[src/rtl/id_ex_stage.sv]
// ID/EX pipeline register for the RV32I pipeline: load-use interlock, branch flush,
// memory-stall freeze and same-cycle writeback bypass into the latched operands.

package rv32i_types;

    typedef logic [31:0] rv32i_word;

    typedef enum logic [6:0] {
        op_lui   = 7'b0110111,
        op_auipc = 7'b0010111,
        op_jal   = 7'b1101111,
        op_jalr  = 7'b1100111,
        op_br    = 7'b1100011,
        op_load  = 7'b0000011,
        op_store = 7'b0100011,
        op_imm   = 7'b0010011,
        op_reg   = 7'b0110011,
        op_csr   = 7'b1110011
    } rv32i_opcode;

    typedef struct packed {
        rv32i_opcode opcode;
        logic [2:0]  funct3;
        logic [6:0]  funct7;
        logic [4:0]  rd;
        logic        load_regfile;
        logic        mem_read;
        logic        mem_write;
        logic [3:0]  mem_byte_enable;
        logic [2:0]  aluop;
        logic        alu_imm;
    } rv32i_control_word;

endpackage

module id_ex_stage
    import rv32i_types::*;
#(
    parameter int CNT_W = 16
) (
    input  logic              clk,
    input  logic              rst_n,
    input  logic              id_valid,
    input  rv32i_word         id_instr,
    input  logic [31:0]       id_pc,
    input  rv32i_control_word id_ctrl,
    input  logic [31:0]       id_rs1_data,
    input  logic [31:0]       id_rs2_data,
    input  rv32i_control_word wb_ctrl,
    input  logic [31:0]       wb_data,
    input  logic              mem_stall,
    input  logic              br_flush,
    output logic              ex_valid,
    output rv32i_word         ex_instr,
    output logic [31:0]       ex_pc,
    output rv32i_control_word ex_ctrl,
    output logic [31:0]       ex_rs1_data,
    output logic [31:0]       ex_rs2_data,
    output logic              stall_if_id,
    output logic [CNT_W-1:0]  bubble_cnt,
    output logic [CNT_W-1:0]  flush_cnt
);

    logic              ex_valid_reg, ex_valid_next;
    rv32i_word         ex_instr_reg, ex_instr_next;
    logic [31:0]       ex_pc_reg, ex_pc_next;
    rv32i_control_word ex_ctrl_reg, ex_ctrl_next;
    logic [31:0]       ex_rs1_reg, ex_rs1_next;
    logic [31:0]       ex_rs2_reg, ex_rs2_next;
    logic [CNT_W-1:0]  bubble_cnt_reg, bubble_cnt_next;
    logic [CNT_W-1:0]  flush_cnt_reg, flush_cnt_next;

    logic [4:0]  src_idx [2];
    logic [31:0] src_raw [2];
    logic [31:0] src_byp [2];
    logic        src_used [2];
    logic        src_hit [2];

    logic ex_load_pending;
    logic load_use;

    function automatic logic [CNT_W-1:0] sat_inc(input logic [CNT_W-1:0] v);
        return (v == {CNT_W{1'b1}}) ? v : v + CNT_W'(1);
    endfunction

    assign src_idx[0] = id_instr[19:15];
    assign src_idx[1] = id_instr[24:20];
    assign src_raw[0] = id_rs1_data;
    assign src_raw[1] = id_rs2_data;

    // U/J-types read nothing; I-type-like opcodes read only rs1.
    assign src_used[0] = !(id_ctrl.opcode inside {op_lui, op_auipc, op_jal});
    assign src_used[1] = src_used[0] &&
                         !(id_ctrl.opcode inside {op_jalr, op_load, op_imm, op_csr});

    assign ex_load_pending = ex_valid_reg && (ex_ctrl_reg.opcode == op_load) &&
                             (ex_ctrl_reg.rd != 5'd0);

    genvar gi;
    generate
        for (gi = 0; gi < 2; gi++) begin : g_src
            assign src_hit[gi] = src_used[gi] && (src_idx[gi] == ex_ctrl_reg.rd);

            // x0 is hardwired; otherwise take the value being written back this cycle.
            assign src_byp[gi] = (src_idx[gi] == 5'd0) ? 32'd0 :
                                 (wb_ctrl.load_regfile && (wb_ctrl.rd != 5'd0) &&
                                  (wb_ctrl.rd == src_idx[gi])) ? wb_data : src_raw[gi];
        end
    endgenerate

    assign load_use = ex_load_pending && id_valid && (src_hit[0] || src_hit[1]);

    // A flush squashes the ID instruction, so it must not also hold IF/ID.
    assign stall_if_id = mem_stall || (!br_flush && load_use);

    always_comb begin
        ex_valid_next   = ex_valid_reg;
        ex_instr_next   = ex_instr_reg;
        ex_pc_next      = ex_pc_reg;
        ex_ctrl_next    = ex_ctrl_reg;
        ex_rs1_next     = ex_rs1_reg;
        ex_rs2_next     = ex_rs2_reg;
        bubble_cnt_next = bubble_cnt_reg;
        flush_cnt_next  = flush_cnt_reg;

        if (mem_stall) begin
            // Whole pipe frozen; flush and interlock are re-evaluated after release.
        end else if (br_flush) begin
            ex_valid_next  = 1'b0;
            ex_ctrl_next   = '0;
            flush_cnt_next = sat_inc(flush_cnt_reg);
        end else if (load_use) begin
            ex_valid_next   = 1'b0;
            ex_ctrl_next    = '0;
            bubble_cnt_next = sat_inc(bubble_cnt_reg);
        end else begin
            ex_valid_next = id_valid;
            ex_instr_next = id_instr;
            ex_pc_next    = id_pc;
            ex_ctrl_next  = id_valid ? id_ctrl : '0;
            ex_rs1_next   = src_byp[0];
            ex_rs2_next   = src_byp[1];
        end
    end

    always_ff @(posedge clk or negedge rst_n) begin
        if (!rst_n) begin
            ex_valid_reg   <= 1'b0;
            ex_instr_reg   <= '0;
            ex_pc_reg      <= '0;
            ex_ctrl_reg    <= '0;
            ex_rs1_reg     <= '0;
            ex_rs2_reg     <= '0;
            bubble_cnt_reg <= '0;
            flush_cnt_reg  <= '0;
        end else begin
            ex_valid_reg   <= ex_valid_next;
            ex_instr_reg   <= ex_instr_next;
            ex_pc_reg      <= ex_pc_next;
            ex_ctrl_reg    <= ex_ctrl_next;
            ex_rs1_reg     <= ex_rs1_next;
            ex_rs2_reg     <= ex_rs2_next;
            bubble_cnt_reg <= bubble_cnt_next;
            flush_cnt_reg  <= flush_cnt_next;
        end
    end

    assign ex_valid    = ex_valid_reg;
    assign ex_instr    = ex_instr_reg;
    assign ex_pc       = ex_pc_reg;
    assign ex_ctrl     = ex_ctrl_reg;
    assign ex_rs1_data = ex_rs1_reg;
    assign ex_rs2_data = ex_rs2_reg;
    assign bubble_cnt  = bubble_cnt_reg;
    assign flush_cnt   = flush_cnt_reg;

endmodule
[config.mk]
export PLATFORM = sky130hd
export DESIGN_NAME = id_ex_stage
export DESIGN_NICKNAME = d
export VERILOG_FILES = /design/src/rtl/id_ex_stage.sv
export SDC_FILE = /design/constraint.sdc
export NUM_CORES = 1
export LEC_CHECK = 0
export ABC_AREA = 1
export CAP_MARGIN = 20
export CORE_MARGIN = 4
export CORE_UTILIZATION = 36
export CTS_CLUSTER_DIAMETER = 100
export CTS_CLUSTER_SIZE = 12
export DETAILED_ROUTE_END_ITERATION = 12
export HOLD_SLACK_MARGIN = 0.05
export PLACE_DENSITY = 0.7
export SKIP_CTS_REPAIR_TIMING = 1
export SLEW_MARGIN = 20
export SYNTH_ARGS = -nofsm -noshare
export SYNTH_HDL_FRONTEND = slang
export SYNTH_SLANG_ARGS = --single-unit
[constraint.sdc]
create_clock -name clk -period 3.6 [get_ports clk]
set_input_delay 0.72 -clock clk [delete_from_list [all_inputs] [get_ports clk]]
set_output_delay 0.72 -clock clk [all_outputs]
set_load 0.01 [all_outputs]
==> run summary <==
status: finished, final reports clean
Worst path slowest cell: clkdlybuf4s50_1
chip width: 172 µm
Initial Util: 37.0%
leakage: 6.80 nW
drt via density: 4.95
worst vdd ir: 264 µV
area grow syn2layout: 49.6%
CTS tree: done
crit-path max FO: 4
Pins Over Slew Limit: 0
register area: 4850 µm²
area occupied by multi-input gates: 4280 µm²
DRT iter0 DRCs: 599
cell count after synthesis: 1249
DRT antenna net count: 0
Synth Warn #: 0
Mapped Area: 9720 µm²
die area: 29700 µm²
clock transition at the registers of the reported paths: 80 ps
dpl hpwl: 24400 µm
Final Hold Viols: 0
largest net degree at the start of global routing: 168
CP Data Required Time: 2880 ps
relative slew slack: 50.2%
synth unique cells: 27
pre-CTS setup slack: 194 ps
Max stage delay on crit path: 590 ps
final setup TNS: 0 ps
clk_skew: 25.6 ps
post-synthesis sequential area ratio: 49.9%
GP Congestion: 0.887
max-cap violations: 0
crit path DAT: 2730 ps
Final min period: 3450 ps
Largest register FFs: 33
PnR worst setup slack: 153 ps
Crit Path Category: in -> out
most used cell along the critical path: nand2_1
Critical Path Start Type: primary input
Total Wirelength: 33800 µm
Syn Nets: 1482
Setup crit end kind: output port
Pre-antenna DRT Iters: 5
ANT cells: 0
Die Y: 172 µm
final setup fails: 0
clock sink total: 194
core area: 26300 µm²
crit-path cells: clkdlybuf4s50_1 > inv_1 > nand2_1 > nand2_1 > nor2_1 > nand3_1 > o21ai_4 > nand3_1 > nand2_1 > clkdlybuf4s50_1
Hold Crit Class: in -> async
Root Driver: clkbuf_16
Seq cells post-synth: 194
worst-margin pin slew: 747 ps
row count: 59
layout net count: 1849
first-pass GRT wire length: 51900 µm
H-Tree Depth: 4
drt drc: 0
PD cells: 410 nW/µm²
delay-heaviest family, CP: buffers and inverters
commonest cells after routing, fill and taps aside: nand2_1, clkdlybuf4s50_1, dfrtp_1, nand4_1, o21ai_0
Synth Area per Inst: 7.78 µm²
quantity of I/O buffers inserted on ports: 398
vias in the first global route: 9682
via count: 9716
Clock Latency Late Sink: 440 ps
RSZ-0062 raised after global routing: false
cts bufs inserted: 17
layout cells sized above 1: 4.12%
IO Pins: 426
CP Buf/Inv Count: 3
routed len/inst: 17.2 µm
clock buffer depth: 2
# fillers: 2457
highest clock rate: 290 MHz
fin crit share: 95.7%
most common cell after layout, fill and taps aside: nand2_1
antenna violations before repair: 0
GRT Overall Usage: 22.1%
total grt overflow: 0
-- worst paths after layout --
path | from | endpoint | slack [ps] | depth (start not counted)
max in group asynchronous | rst_n | ex_ctrl[12] | 2380 | 2
min | rst_n | ex_pc[2] | 350 | 1
max reg2reg | ex_ctrl[15] | ex_rs1_data[3] | 1220 | 12
max | id_instr[24] | stall_if_id | 150 | 10
min in group clk | ex_pc[8] | ex_pc[8] | 480 | 2
min reg2reg | ex_pc[8] | ex_pc[8] | 480 | 2
-- power by group --
part	leakage, nW	internal (W)	switching (W)
combinational	4.05	0.000791	0.000703
sequential	2.47	0.00242	0.000168
clock	0.283	0.000951	0.000924
-- stage by stage --
step                cells  total power (W)  instance area (µm²)  utilization, %  hold WS [ps]
floorplan            1249          0.00317                 9720               -           424
global placement     1932          0.00411                14000            53.1           461
detailed placement   1932          0.00413                14000            53.1           464
CTS                  1963          0.00604                14500            55.3           377
global route         1963          0.00628                14500            55.3           386
finish               1963          0.00596                14500            55.3           345
-- per-layer routing --
metal | share of wire, % | GRT usage, %
met5 | 0 | 0
met4 | 2.3 | 6.60
met3 | 9.1 | 7.22
met2 | 49 | 37.6
met1 | 40 | 26.8
-- synthesized netlist by cell type --
cell type,number,area (µm²)
nand2_1,601,2260
dfrtp_1,194,4850
nand4_1,73,457
o21ai_0,54,270
inv_1,52,195
clkbuf_1,43,161
nor2_1,43,161
a21boi_0,41,308
nand3_1,28,140
a21boi_1,23,173
xor2_1,23,201
buf_4,12,90.1
nor3_1,12,60.1
nand3b_1,10,75.1
buf_2,9,45.0
buf_6,9,101
o22ai_1,5,31.3
inv_2,3,11.3
xnor2_1,3,26.3
ha_1,2,25.0
nor3_2,2,20.0
nor4_1,2,12.5
clkinv_1,1,3.75
nand2_2,1,6.26
nand2_4,1,11.3
nor2_2,1,6.26
o21ai_4,1,16.3
-- layout make-up --
type                       instances  share of cell area [%]
sequential                       194                    33.4
multi-input combinational        926                    29.5
inverter                          56                    1.46
clock buffer                      19                    3.12
timing repair buffer             421                    28.9
clock inverter                    12                   0.826
tap                              335                    2.88
-- worst register-to-register path, stage by stage, from the launching register on --
cell and delay, ps:
dfrtp_1 430, inv_1 100, nand2_1 60, nand2_1 50, nor2_1 180, nand3_1 150, o21ai_4 170, buf_4 170
nand2_2 90, nand2_8 80, buf_12 520, nand2_1 230, nand2_1 100
-- kinds of logic (layout without fill, tap and decap cells) --
group / Yosys count / count (layout) / share of synthesized area [%]
xor+xnor: 26 / 26 / 2.34
compound gates: 124 / 124 / 8.21
simple gates: 774 / 774 / 33.0
flops: 194 / 194 / 49.9
buf+inv: 129 / 508 / 6.26
fa+ha+maj: 2 / 2 / 0.257
Power figures use the tool's default switching activity.
